File: config.mk
export PLATFORM = sky130hd
export DESIGN_NAME = qbank_monitor
export DESIGN_NICKNAME = d
export VERILOG_FILES = /design/src/rtl/qbank_pkg.sv /design/src/rtl/qbank_fifo.sv /design/src/rtl/qbank_monitor.sv
export SDC_FILE = /design/constraint.sdc
export NUM_CORES = 1
export LEC_CHECK = 0
export ABC_AREA = 1
export ABC_CLOCK_PERIOD_IN_PS = 2650
export BUFFER_PORTS_ARGS = -buffer_cell sky130_fd_sc_hd__buf_2
export CORE_MARGIN = 2
export CORE_UTILIZATION = 48
export DETAILED_ROUTE_END_ITERATION = 16
export HOLD_SLACK_MARGIN = 0.12
export PLACE_DENSITY = 0.68
export SETUP_SLACK_MARGIN = 0.5
export SYNTH_ARGS = -nofsm -noshare
export SYNTH_HDL_FRONTEND = slang
export SYNTH_HIERARCHICAL = 1
export SYNTH_SLANG_ARGS = --single-unit
File: constraint.sdc
create_clock -name clk -period 2.65 [get_ports clk]
set_clock_uncertainty 0.1 [all_clocks]
set_input_delay 0 -clock clk [delete_from_list [all_inputs] [get_ports clk]]
set_output_delay 0 -clock clk [all_outputs]
set_load 0.01 [all_outputs]
File: src/rtl/qbank_pkg.sv
// Shared types and constants for the flop-bank toggle monitor.
package qbank_pkg;

  localparam int LANES_DEF = 5;
  localparam int LANE_W    = $clog2(LANES_DEF);

  typedef struct packed {
    logic [LANE_W-1:0] lane;
    logic              value;
  } ev_t;

endpackage

File: src/rtl/qbank_fifo.sv
// Event FIFO for qbank_monitor: DEPTH entries (power of two), registered pointers,
// head entry readable without a pop.
module qbank_fifo
  import qbank_pkg::*;
#(
  parameter int DEPTH = 4
) (
  input  logic clk,
  input  logic rst_n,
  input  logic push,
  input  ev_t  push_data,
  input  logic pop,
  output ev_t  head,
  output logic full,
  output logic empty
);

  localparam int AW = $clog2(DEPTH);

  ev_t         mem [DEPTH];
  logic [AW:0] wr_ptr;
  logic [AW:0] rd_ptr;
  logic        do_push;
  logic        do_pop;

  // Extra pointer bit distinguishes full from empty when the index bits match.
  assign empty   = (wr_ptr == rd_ptr);
  assign full    = (wr_ptr[AW] != rd_ptr[AW]) && (wr_ptr[AW-1:0] == rd_ptr[AW-1:0]);
  assign do_push = push && !full;
  assign do_pop  = pop && !empty;
  assign head    = mem[rd_ptr[AW-1:0]];

  always_ff @(posedge clk or negedge rst_n) begin
    if (!rst_n) begin
      wr_ptr <= '0;
      rd_ptr <= '0;
      for (int i = 0; i < DEPTH; i++) begin
        mem[i] <= '0;
      end
    end else begin
      if (do_push) begin
        mem[wr_ptr[AW-1:0]] <= push_data;
        wr_ptr              <= wr_ptr + 1'b1;
      end
      if (do_pop) begin
        rd_ptr <= rd_ptr + 1'b1;
      end
    end
  end

endmodule

File: src/rtl/qbank_monitor.sv
// Monitors an asynchronous flop bank: synchronizes each lane, queues level-change events
// and optionally counts toggles per lane (counters built only with QBANK_TOGGLE_CNT_EN).
module qbank_monitor
  import qbank_pkg::*;
#(
  parameter int LANES = LANES_DEF,
  parameter int DEPTH = 4,
  parameter int CNT_W = 8
) (
  input  logic                     clk,
  input  logic                     clr,
  input  logic [LANES-1:0]         q_in,
  output logic                     ev_valid,
  input  logic                     ev_ready,
  output logic [$clog2(LANES)-1:0] ev_lane,
  output logic                     ev_value,
  output logic                     ev_ovf,
  input  logic [$clog2(LANES)-1:0] cnt_sel,
  output logic [CNT_W-1:0]         cnt_val,
  input  logic                     cnt_clear
);

  localparam int LW = $clog2(LANES);

  logic [LANES-1:0] sync1;
  logic [LANES-1:0] sync2;
  logic [LANES-1:0] prev;
  logic [LANES-1:0] pending;
  logic [LANES-1:0] change;
  logic [LANES-1:0] grant;
  logic [LANES-1:0] clr_mask;
  logic [LW-1:0]    push_lane;
  logic             push;
  logic             pop;
  logic             ovf_set;
  logic             fifo_full;
  logic             fifo_empty;
  ev_t              push_ev;
  ev_t              head;

  always_ff @(posedge clk or negedge clr) begin
    if (!clr) begin
      sync1 <= '0;
      sync2 <= '0;
      prev  <= '0;
    end else begin
      sync1 <= q_in;
      sync2 <= sync1;
      prev  <= sync2;
    end
  end

  assign change = sync2 ^ prev;

  // Lowest set pending bit wins the single push slot of the cycle.
  assign grant = pending & (~pending + 1'b1);

  always_comb begin
    push_lane = '0;
    for (int i = LANES - 1; i >= 0; i--) begin
      if (pending[i]) begin
        push_lane = LW'(i);
      end
    end
  end

  assign push     = (|pending) && !fifo_full;
  assign clr_mask = push ? grant : '0;
  assign ovf_set  = |(change & pending & ~clr_mask);

  always_comb begin
    push_ev       = '0;
    push_ev.lane  = push_lane;
    push_ev.value = |(sync2 & grant);
  end

  always_ff @(posedge clk or negedge clr) begin
    if (!clr) begin
      pending <= '0;
      ev_ovf  <= 1'b0;
    end else begin
      pending <= (pending & ~clr_mask) | change;
      if (cnt_clear) begin
        ev_ovf <= 1'b0;
      end else if (ovf_set) begin
        ev_ovf <= 1'b1;
      end
    end
  end

  assign pop = ev_ready && !fifo_empty;

  qbank_fifo #(
    .DEPTH(DEPTH)
  ) u_fifo (
    .clk      (clk),
    .rst_n    (clr),
    .push     (push),
    .push_data(push_ev),
    .pop      (pop),
    .head     (head),
    .full     (fifo_full),
    .empty    (fifo_empty)
  );

  // Head fields are gated so an empty queue always presents zeros.
  assign ev_valid = !fifo_empty;
  assign ev_lane  = fifo_empty ? '0 : head.lane;
  assign ev_value = !fifo_empty && head.value;

`ifdef QBANK_TOGGLE_CNT_EN
  logic [CNT_W-1:0] cnt [LANES];

  always_ff @(posedge clk or negedge clr) begin
    if (!clr) begin
      for (int i = 0; i < LANES; i++) begin
        cnt[i] <= '0;
      end
    end else begin
      for (int i = 0; i < LANES; i++) begin
        if (cnt_clear) begin
          cnt[i] <= '0;
        end else if (change[i] && (cnt[i] != {CNT_W{1'b1}})) begin
          cnt[i] <= cnt[i] + 1'b1;
        end
      end
    end
  end

  // Selects beyond the last lane match nothing and read as zero.
  always_comb begin
    cnt_val = '0;
    for (int i = 0; i < LANES; i++) begin
      if (cnt_sel == LW'(i)) begin
        cnt_val = cnt[i];
      end
    end
  end
`else
  logic unused_cnt_sel;

  assign unused_cnt_sel = ^cnt_sel;
  assign cnt_val        = '0;
`endif

endmodule
==> results of run 1 <==
[per-layer routing]
metal | track usage [%] | part of all wire (%) | wire (um)
met5 | 0 | 0 | 0
met4 | 6.84 | 0.58 | 23
met3 | 4.91 | 3.7 | 146
met2 | 30.7 | 51 | 2020
met1 | 20.5 | 45 | 1780
[how the worst max path moves through the flow]
stage,to,depth (start not counted)
after global routing,u_fifo/mem[4]$_DFFE_PN0P_,11
final,u_fifo/mem[2]$_DFFE_PN0P_,11
after CTS,u_fifo/mem[0]$_DFFE_PN0P_,9
after global placement,u_fifo/wr_ptr[2]$_DFFE_PN0P_,9
after floorplan,u_fifo/wr_ptr[0]$_DFFE_PN0P_,13
after detailed placement,u_fifo/mem[0]$_DFFE_PN0P_,9
[where the power goes]
| group | internal, W | switching, W | leakage (nW) |
|---|---|---|---|
| clock | 0.000305 | 0.000217 | 0.0612 |
| sequential | 0.000815 | 0.000159 | 0.517 |
| combinational | 0.000454 | 0.000733 | 0.724 |
[registers in the layout (all words and copies together), names as in the netlist]
name / count
ev_ovf: 1
pending: 5
prev: 5
sync1: 5
sync2: 5
u_fifo/mem: 16
u_fifo/rd_ptr: 3
u_fifo/wr_ptr: 3
[layout by cell type (no fill, tap or decap), types with 2 or more instances in the layout]
master,netlist,final
dlygate4sd3_1,0,8
nand4_1,18,18
buf_2,3,14
xor2_1,2,2
nand3_1,16,15
dfrtp_1,43,42
xnor2_1,4,3
inv_2,4,4
inv_1,21,20
o22ai_1,4,4
clkinvlp_4,0,2
nand2_2,2,3
conb_1,1,8
ha_1,5,5
nor2_1,23,23
buf_4,8,7
nor2_2,3,3
nand2_1,68,67
nand3_2,2,3
clkbuf_8,0,6
o21ai_0,10,10
[area by class of cell]
cell class                      count  share of cell area, %
Multi-Input combinational cell    170                   35.6
Timing Repair inverter              1                  0.308
Tap cell                           52                   2.67
Inverter                           25                   4.01
Clock inverter                      2                   1.44
Clock buffer                        6                   3.39
Sequential cell                    43                   44.2
Timing Repair Buffer               29                   8.32
[metrics by stage]
| step | cell area (um^2) | setup slack [ns] | power, W | hold slack (ns) |
|---|---|---|---|---|
| floorplan | 2120 | 0.905 | 0.00182 | -0.396 |
| global placement | 2190 | 0.610 | 0.00206 | 0.00801 |
| detailed placement | 2190 | 0.552 | 0.00209 | 0.00990 |
| CTS | 2390 | 0.533 | 0.00263 | 0.229 |
| global route | 2440 | 0.607 | 0.00291 | 0.235 |
| finish | 2440 | 0.778 | 0.00268 | 0.247 |
[Yosys cell counts]
library cell	instances	area (um^2)
nand2_2	2	12.5
nand2_4	1	11.3
buf_6	2	22.5
inv_2	4	15.0
xor2_1	2	17.5
nand3b_1	1	7.51
conb_1	1	3.75
ha_1	5	62.6
nand3_1	16	80.1
o21ai_0	10	50.1
inv_1	21	78.8
a221oi_1	1	8.76
nand3_2	2	20.0
xnor2_1	4	35.0
o21bai_1	1	7.51
nand4_1	18	113
nor2_2	3	18.8
nand2_1	68	255
dfrtp_1	43	1080
nor2_1	23	86.3
o22ai_1	4	25.0
buf_4	8	60.1
buf_2	3	15.0
nor4_2	1	12.5
[cell families after synthesis]
logic type	synth area share (%)
DFF	51.4
other	0.179
AOI/OAI and AO/OA	4.36
buffers and inverters	9.14
adders and majority gates	2.99
and+or+nand+nor	29.5
xor gates and xnor gates	2.51
[worst register-to-register path, delay by kind of cell, from the launching register on]
family / cells / cell delay, ns
buf+inv: 5 / 0.66
flops: 1 / 0.48
simple gates: 6 / 0.52
[repair_timing]
item / 4_1_cts / 5_1_grt
endpoints found under the hold margin: 52 / 0
hold buffers: 8 / 0
setup buffers: 0 / 3
resized for setup: 0 / 6
endpoints found under the setup margin: 0 / 19
==> metrics.csv, run 1 <==
metric,value,unit
setup TNS,0,ns
Fmax achieved,534,MHz
GRT Residual Overflow,0,
Ports,26,
# placed instances,308,
first-pass GRT wire length,6.75,mm
register area share after synthesis,51.4,%
RR Startpoint,u_fifo/rd_ptr[1]$_DFFE_PN0P_,
Final ANT Viol Nets,0,
register bit total from synthesis,43,
Routed Wire Length,3.98,mm
Syn. warnings,6,
CTS tree,yes,
leak pwr,1.30,nW
residual DRC count,0,
Multi-input gate area,868,um^2
crit-path max FO,8,
GRT Util Overall,17.6,%
DP Wirelength,2.76,mm
die width,70.1,um
Iter 0 DRT Violations,86,
ratio of final minimum period to clock period,70.6,%
diode count,0,
critical path's top delay family,buffers and inverters,
Max VDD drop,0.359,mV
Setup CP Type,reg2reg,
vias in the first global route,1536,
Post-Layout Cell Count,328,
starting density of the core,49.1,%
Die Area,0.00491,mm^2
Worst EP required,2.74,ns
H-Tree Depth,2,
synthesized cell area,0.00209,mm^2
crit path launch,u_fifo/rd_ptr[1]$_DFFE_PN0P_,
Final Hold Vio Count,0,
CP peak stage delay,0.48,ns
maximum number of pins on one net before global-route repair,44,
total of max-cap violations,0,
reg-to-reg endpoint,u_fifo/mem[2]$_DFFE_PN0P_,
FP Rows,24,
Worst Path Buf+Inv,5,
share of layout cells above drive strength 1,17.4,%
Num CTS Buffers,5,
Hold Path Class,in2reg,
fin crit period,1.87,ns
Power Density,1100,mW/mm^2
outcome,"finished, final reports clean",
RSZ-0062 raised after global routing,false,
GP Congestion,0.752,
worst skew pair latency,0.29,ns
FF-to-FF path depth,11,
fin util,57.1,%
# port buffers,14,
CTS max path bufs,2,
sequential cell area,0.00108,mm^2
area growth from synthesis to layout,16.3,%
mean routed wirelength per cell,12.1,um
area of the core,0.00426,mm^2
syn avg cell area,8.58,um^2
Critical Path Sink Type,flip-flop,
Slew Limit Fails,0,
Final setup viols,0,
WP data arrival,1.96,ns
Die Height,70.1,um
# fillers,385,
TritonRoute pass-1 iters,4,
worst relative slew slack,38.4,%
startpoint types,flip-flop,
Syn Inst Count,244,
CTS root buf,clkbuf_8,
routed vias/inst,5.02,
post-synthesis cell type count,24,
Slowest cell on crit path,dfrtp_1,
cells along the critical path,"inv_2, nand2_1, nand2_2, nand3_2, inv_1, inv_2, nand2_2, clkinvlp_4, buf_4, nand4_1, nand2_1",
"Reg clk slew, reported paths",0.08,ns
hold endpoint,sync1[2]$_DFF_PN0_,
# clock sinks,43,
Hold Startpoint,q_in[2],
via count,1647,
layout net count,292,
Slew @ Worst Pin,0.924,ns
Reg2Reg Setup Slack,0.78,ns
Worst Hold Depth,2,
initial antenna violation count,0,
Note: power is estimated with default switching activity, not from simulation.
==> inputs of run 2 (changes only) <==
--- a/config.mk
+++ b/config.mk
@@ -6,7 +6,7 @@
 export NUM_CORES = 1
 export LEC_CHECK = 0
 export ABC_AREA = 1
-export ABC_CLOCK_PERIOD_IN_PS = 2650
+export ABC_CLOCK_PERIOD_IN_PS = 1800
 export BUFFER_PORTS_ARGS = -buffer_cell sky130_fd_sc_hd__buf_2
 export CORE_MARGIN = 2
 export CORE_UTILIZATION = 48
==> constraint.sdc (replaced) <==
create_clock -name clk -period 1.8 [get_ports clk]
set_clock_uncertainty 0.1 [all_clocks]
set_input_delay 0 -clock clk [delete_from_list [all_inputs] [get_ports clk]]
set_output_delay 0 -clock clk [all_outputs]
set_load 0.01 [all_outputs]
==> run 2 against run 1 <==
  * Die area unchanged
  * Sequential power up 44%
  * Wire length grew 18%
  * Cell count is 7.0% higher
  * Via count increased by 8.4%
  * Critical path depth decreased by 4
  * First-iteration DRC count down 2.3%
  * Clock power is 28% higher
  * Sequential share of layout area down 5.3 points
  * Register-to-register slack worse by 0.55 ns
  * Combinational power is 120% higher
  * Critical endpoint is now ev_lane[2]
  * Largest power group unchanged
  * Highest routed layer unchanged
==> metrics.csv, run 2 (same netlist as run 1, synthesis figures left out) <==
metric,value,unit,change
sequential cell area,0.00108,mm^2,+0.12%
switching part of the total,42.2,%,+0.84 points
TritonRoute pass-1 iters,4,,unchanged
worst skew pair latency,0.30,ns,about the same
setup TNS,0,ns,unchanged
Slowest cell on crit path,dfrtp_2,,
# placed instances,312,,+1.3%
area of the core,0.00426,mm^2,unchanged
Die Height,70.1,um,unchanged
Slew @ Worst Pin,0.542,ns,-0.382 ns
# clock sinks,43,,unchanged
CP peak stage delay,0.44,ns,-0.04 ns
residual DRC count,0,,unchanged
most frequent cells in the layout,"62 x nand2_1, 41 x dfrtp_1, 20 x nor2_1, 20 x buf_4, 18 x nand4_1",,
RSZ-0062 raised after global routing,true,,
Fmax achieved,635,MHz,
Final ANT Viol Nets,0,,unchanged
leak pwr,1.44,nW,+11%
outcome,"finished, final reports clean",,
Setup CP Type,reg2out,,
"most common cell after layout, fill and taps aside",nand2_1,,
first-pass GRT wire length,8.09,mm,+20%
Hold Path Class,in2async,,
routed vias/inst,5.09,,+1.3%
GP Congestion,0.776,,+3.2%
Design Power,0.00466,W,+74%
largest register by flop count,u_fifo/mem,,
Int Pwr,0.00270,W,+71%
Worst EP required,1.70,ns,-1.04 ns
CTS tree,yes,,
diode count,0,,unchanged
GRT Residual Overflow,0,,unchanged
startpoint types,flip-flop,,
die width,70.1,um,unchanged
Power Density,1680,mW/mm^2,+53%
ratio of final minimum period to clock period,87.5,%,
max reg flops,16,,unchanged
Num CTS Buffers,5,,unchanged
total of max-cap violations,0,,unchanged
WP data arrival,1.47,ns,-0.49 ns
Post-Layout Cell Count,351,,+7.0%
Die Area,0.00491,mm^2,unchanged
Multi-input gate area,982,um^2,+13%
layout net count,315,,+7.9%
"Reg clk slew, reported paths",0.08,ns,about the same
Ports,26,,unchanged
# fillers,353,,-8.3%
Final Hold Vio Count,0,,unchanged
# port buffers,14,,unchanged
FP Rows,24,,unchanged
starting density of the core,49.1,%,unchanged
CTS max path bufs,2,,unchanged
crit-path max FO,5,,-3
Max VDD drop,0.621,mV,+73%
Slew Limit Fails,0,,unchanged
mean routed wirelength per cell,13.4,um,+10%
Clock power frac,14.3,%,-5.2 points
cells along the critical path,"buf_4, buf_6, o21ai_0, o22ai_1, inv_1, nor2_1, buf_2",,
GRT Util Overall,21.0,%,+3.4 points
CTS root buf,clkbuf_8,,
area growth from synthesis to layout,32.3,%,
fin util,65.0,%,+7.9 points
worst hold slack,0.115,ns,-0.132 ns
initial antenna violation count,0,,unchanged
vias in the first global route,1838,,+20%
share of layout cells above drive strength 1,31.1,%,+14 points
DP Wirelength,2.87,mm,+3.9%
maximum number of pins on one net before global-route repair,24,,-45%
part of the power in registers,29.9,%,-6.4 points
Final setup viols,0,,unchanged
Iter 0 DRT Violations,84,,-2.3%
Logic pwr share,55.8,%,+12 points
switching pwr,0.00197,W,+77%
Critical Path Sink Type,output pin,,
Routed Wire Length,4.69,mm,+18%
worst relative slew slack,63.9,%,+25 points
via count,1786,,+8.4%
fin crit period,1.57,ns,
H-Tree Depth,2,,unchanged
[run 2: cell count changes in the layout (fill, tap and decap cells not counted), moves of 4 or more]
cell	before	now
o21ai_1	0	5
nand3_1	15	8
buf_4	7	20
nand3_2	3	7
inv_1	20	15
buf_6	0	7
nand2_1	67	62
nand2_2	3	7
o21ai_0	10	5
[run 2: repair_timing]
| item | in CTS | in global routing |
|---|---|---|
| gates cloned | 4 | 0 |
| setup endpoints to repair | 33 | 33 |
| hold buffers | 8 | 0 |
| setup buffers | 17 | 2 |
| resized for setup | 40 | 9 |
| pin swaps | 21 | 6 |
| hold endpoints to repair | 52 | 0 |
[run 2: path summary, 6_finish.rpt]
path	slack, ns	cells past startpoint	startpoint	endpoint
hold reg to reg	0.25	0	sync1[4]$_DFF_PN0_	sync2[4]$_DFF_PN0_
max in group asynchronous	0.98	3	clr	u_fifo/wr_ptr[0]$_DFFE_PN0P_
min in group clk	0.25	2	q_in[4]	sync1[4]$_DFF_PN0_
hold / removal	0.11	2	clr	u_fifo/mem[2]$_DFFE_PN0P_
setup reg to reg	0.23	9	u_fifo/wr_ptr[0]$_DFFE_PN0P_	u_fifo/mem[14]$_DFFE_PN0P_
setup / recovery	0.23	7	u_fifo/rd_ptr[0]$_DFFE_PN0P_	ev_lane[2]
[run 2: final cells by class]
| cell class | count | share of cell area, % |
|---|---|---|
| Sequential cell | 43 | 38.9 |
| Clock buffer | 8 | 3.61 |
| Inverter | 25 | 3.97 |
| Timing Repair Buffer | 51 | 15.1 |
| Tap cell | 52 | 2.35 |
| Multi-Input combinational cell | 170 | 35.4 |
| Timing Repair inverter | 2 | 0.587 |
[run 2: critical path: cells and delay by family, from the launching register on]
kind	cells	cell delay (ns)
DFF	1	0.44
AOI/OAI and AO/OA	2	0.26
and+or+nand+nor	1	0.03
buffers and inverters	4	0.46
[run 2: stage by stage]
stage	area [um^2]	setup slack [ns]
6_report	2770	0.226
3_5_place_dp	2260	0.148
4_1_cts	2730	0.238
3_3_place_gp	2260	0.180
2_1_floorplan	2160	0.227
5_1_grt	2770	0.130
[run 2: power groups by stage]
stage	Clock (W)	Sequential [W]	Combinational, W
floorplan	0	0.00136	0.00143
global placement	0	0.00140	0.00178
global route	0.000730	0.00142	0.00286
detailed placement	0	0.00140	0.00181
finish	0.000666	0.00140	0.00260
CTS	0.000686	0.00138	0.00246
[run 2: layer usage]
layer / global-route usage (%) / wire [um] / up-vias
met3: 5.19 / 229 / 16
met2: 35.8 / 2350 / 55
li1: - / - / 882
met4: 10.3 / 146 / 0
met5: 0 / 0 / -
met1: 24.8 / 1970 / 833
==> inputs of run 3 (changes only) <==
--- a/config.mk
+++ b/config.mk
@@ -8,11 +8,13 @@
 export ABC_AREA = 1
 export ABC_CLOCK_PERIOD_IN_PS = 1800
 export BUFFER_PORTS_ARGS = -buffer_cell sky130_fd_sc_hd__buf_2
+export CELL_PAD_IN_SITES_DETAIL_PLACEMENT = 0
+export CELL_PAD_IN_SITES_GLOBAL_PLACEMENT = 1
 export CORE_MARGIN = 2
-export CORE_UTILIZATION = 48
+export CORE_UTILIZATION = 43
 export DETAILED_ROUTE_END_ITERATION = 16
 export HOLD_SLACK_MARGIN = 0.12
-export PLACE_DENSITY = 0.68
+export PLACE_DENSITY_LB_ADDON = 0.1
 export SETUP_SLACK_MARGIN = 0.5
 export SYNTH_ARGS = -nofsm -noshare
 export SYNTH_HDL_FRONTEND = slang
==> run 3 against run 2 <==
  * Global-route usage fell by 1.9 points
  * Total power shrank 2.9%
  * Hold slack got worse by 0.0031 ns
  * Setup slack gained 0.0042 ns
  * Cell count increased by 4.6%
  * Utilization is 6.4 points lower
  * Largest power group unchanged
  * Highest routed layer unchanged
  * First-iteration DRC count fell by 20%
  * Largest cell class unchanged
  * Register-to-register slack better by 0.03 ns
==> metrics.csv, run 3 (same netlist as run 1, synthesis figures left out) <==
metric,value,unit,change
Critical Path Sink Type,output pin,,
Die Height,73.8,um,+5.3%
sequential cell area,0.00108,mm^2,-0.12%
# clock sinks,43,,unchanged
startpoint types,flip-flop,,
Routed Wire Length,4.51,mm,-3.9%
diode count,0,,unchanged
worst skew pair latency,0.29,ns,about the same
most frequent cells in the layout,"64 x nand2_1, 42 x dfrtp_1, 22 x buf_4",,
Post-Layout Cell Count,367,,+4.6%
first-pass GRT wire length,7.82,mm,-3.4%
Hold Path Class,in2async,,
Multi-input gate area,965,um^2,-1.8%
RSZ-0062 raised after global routing,true,,
vias in the first global route,1712,,-6.9%
"most common cell after layout, fill and taps aside",nand2_1,,
GP Congestion,0.775,,about the same
die width,73.8,um,+5.3%
Max VDD drop,0.614,mV,-1.1%
GRT Residual Overflow,0,,unchanged
Design Power,0.00453,W,-2.9%
via count,1755,,-1.7%
CTS root buf,clkbuf_8,,
worst relative slew slack,63.6,%,-0.25 points
# port buffers,14,,unchanged
# placed instances,332,,+6.4%
Fmax achieved,637,MHz,+0.27%
FP Rows,25,,+4.2%
CTS max path bufs,2,,unchanged
leak pwr,1.43,nW,-0.82%
total of max-cap violations,0,,unchanged
Iter 0 DRT Violations,67,,-20%
Slew @ Worst Pin,0.546,ns,+0.00382 ns
GRT Util Overall,19.1,%,-1.9 points
starting density of the core,44.3,%,-4.8 points
fin crit period,1.57,ns,-0.00424 ns
outcome,"finished, final reports clean",,
Final setup viols,0,,unchanged
largest register by flop count,u_fifo/mem,,
Final ANT Viol Nets,0,,unchanged
crit-path max FO,8,,+3
Final Hold Vio Count,0,,unchanged
Slew Limit Fails,0,,unchanged
layout net count,316,,+0.32%
Ports,26,,unchanged
DP Wirelength,3.10,mm,+8.3%
maximum number of pins on one net before global-route repair,24,,unchanged
Num CTS Buffers,5,,unchanged
max reg flops,16,,unchanged
Worst EP required,1.70,ns,about the same
TritonRoute pass-1 iters,4,,unchanged
H-Tree Depth,2,,unchanged
initial antenna violation count,0,,unchanged
residual DRC count,0,,unchanged
Die Area,0.00544,mm^2,+11%
ratio of final minimum period to clock period,87.2,%,-0.24 points
"Reg clk slew, reported paths",0.08,ns,about the same
setup TNS,0,ns,unchanged
Setup CP Type,reg2out,,
area of the core,0.00472,mm^2,+11%
mean routed wirelength per cell,12.3,um,-8.1%
share of layout cells above drive strength 1,31.3,%,+0.23 points
# fillers,445,,+26%
WP data arrival,1.47,ns,about the same
Power Density,1640,mW/mm^2,-2.8%
area growth from synthesis to layout,32.1,%,
CTS tree,yes,,
routed vias/inst,4.78,,-6.0%
==> run 3: final cells by class <==
class / instances / share of cell area [%]
clock buffer: 8 / 3.62
inverter: 25 / 3.98
multi-input combinational: 170 / 34.9
sequential: 43 / 38.9
tap: 67 / 3.03
timing repair buffer: 52 / 15.0
timing repair inverter: 2 / 0.588
==> run 3: what timing repair did <==
item | CTS | global route
hold buffers | 8 | 0
setup endpoints to repair | 33 | 33
cloned | 2 | 0
pin swaps | 32 | 5
buffers inserted | 17 | 0
hold endpoints to repair | 52 | 0
resized for setup | 36 | 5
==> run 3: per-stage QoR <==
step                hold slack (ns)  area (um^2)  utilization, %  setup slack [ns]
CTS                           0.143         2750            58.3             0.219
detailed placement          -0.0666         2320            49.1             0.196
floorplan                    -0.396         2160               -             0.227
finish                        0.112         2770            58.6             0.230
global placement            -0.0722         2320            49.1             0.188
global route                  0.183         2770            58.6             0.101
==> run 3: worst paths after layout <==
kind	end	slack (ns)	start	cells past startpoint
setup / recovery	ev_lane[0]	0.23	u_fifo/rd_ptr[0]$_DFFE_PN0P_	7
hold / removal	u_fifo/mem[14]$_DFFE_PN0P_	0.11	clr	2
hold reg to reg	sync2[0]$_DFF_PN0_	0.25	sync1[0]$_DFF_PN0_	0
max in group asynchronous	sync2[1]$_DFF_PN0_	0.96	clr	3
setup reg to reg	ev_ovf$_DFFE_PN0P_	0.26	u_fifo/rd_ptr[0]$_DFFE_PN0P_	10
min in group clk	sync1[4]$_DFF_PN0_	0.24	q_in[4]	2
==> run 3: where the power goes <==
part,leakage [nW],total (W),internal (W),switching [W]
Clock,0.0515,0.000672,0.000350,0.000322
Combinational,0.861,0.00248,0.00109,0.00139
Sequential,0.518,0.00137,0.00120,0.000174
Total,1.43,0.00453,0.00264,0.00189
==> run 3: worst max-delay path, stage by stage, from the launching register on <==
cell        delay, ns
dfrtp_1          0.41
buf_6            0.16
clkinvlp_4       0.14
o21ai_1          0.16
o22ai_1          0.08
inv_1            0.06
nor2_1           0.04
buf_2            0.13
==> run 3: layer usage <==
metal	vias up	share of wire, %	track usage [%]
met5	-	0	0
met4	0	1.3	6.67
met3	8	3.5	4.39
met2	33	50	31.9
met1	831	45	24.3
li1	883	-	-
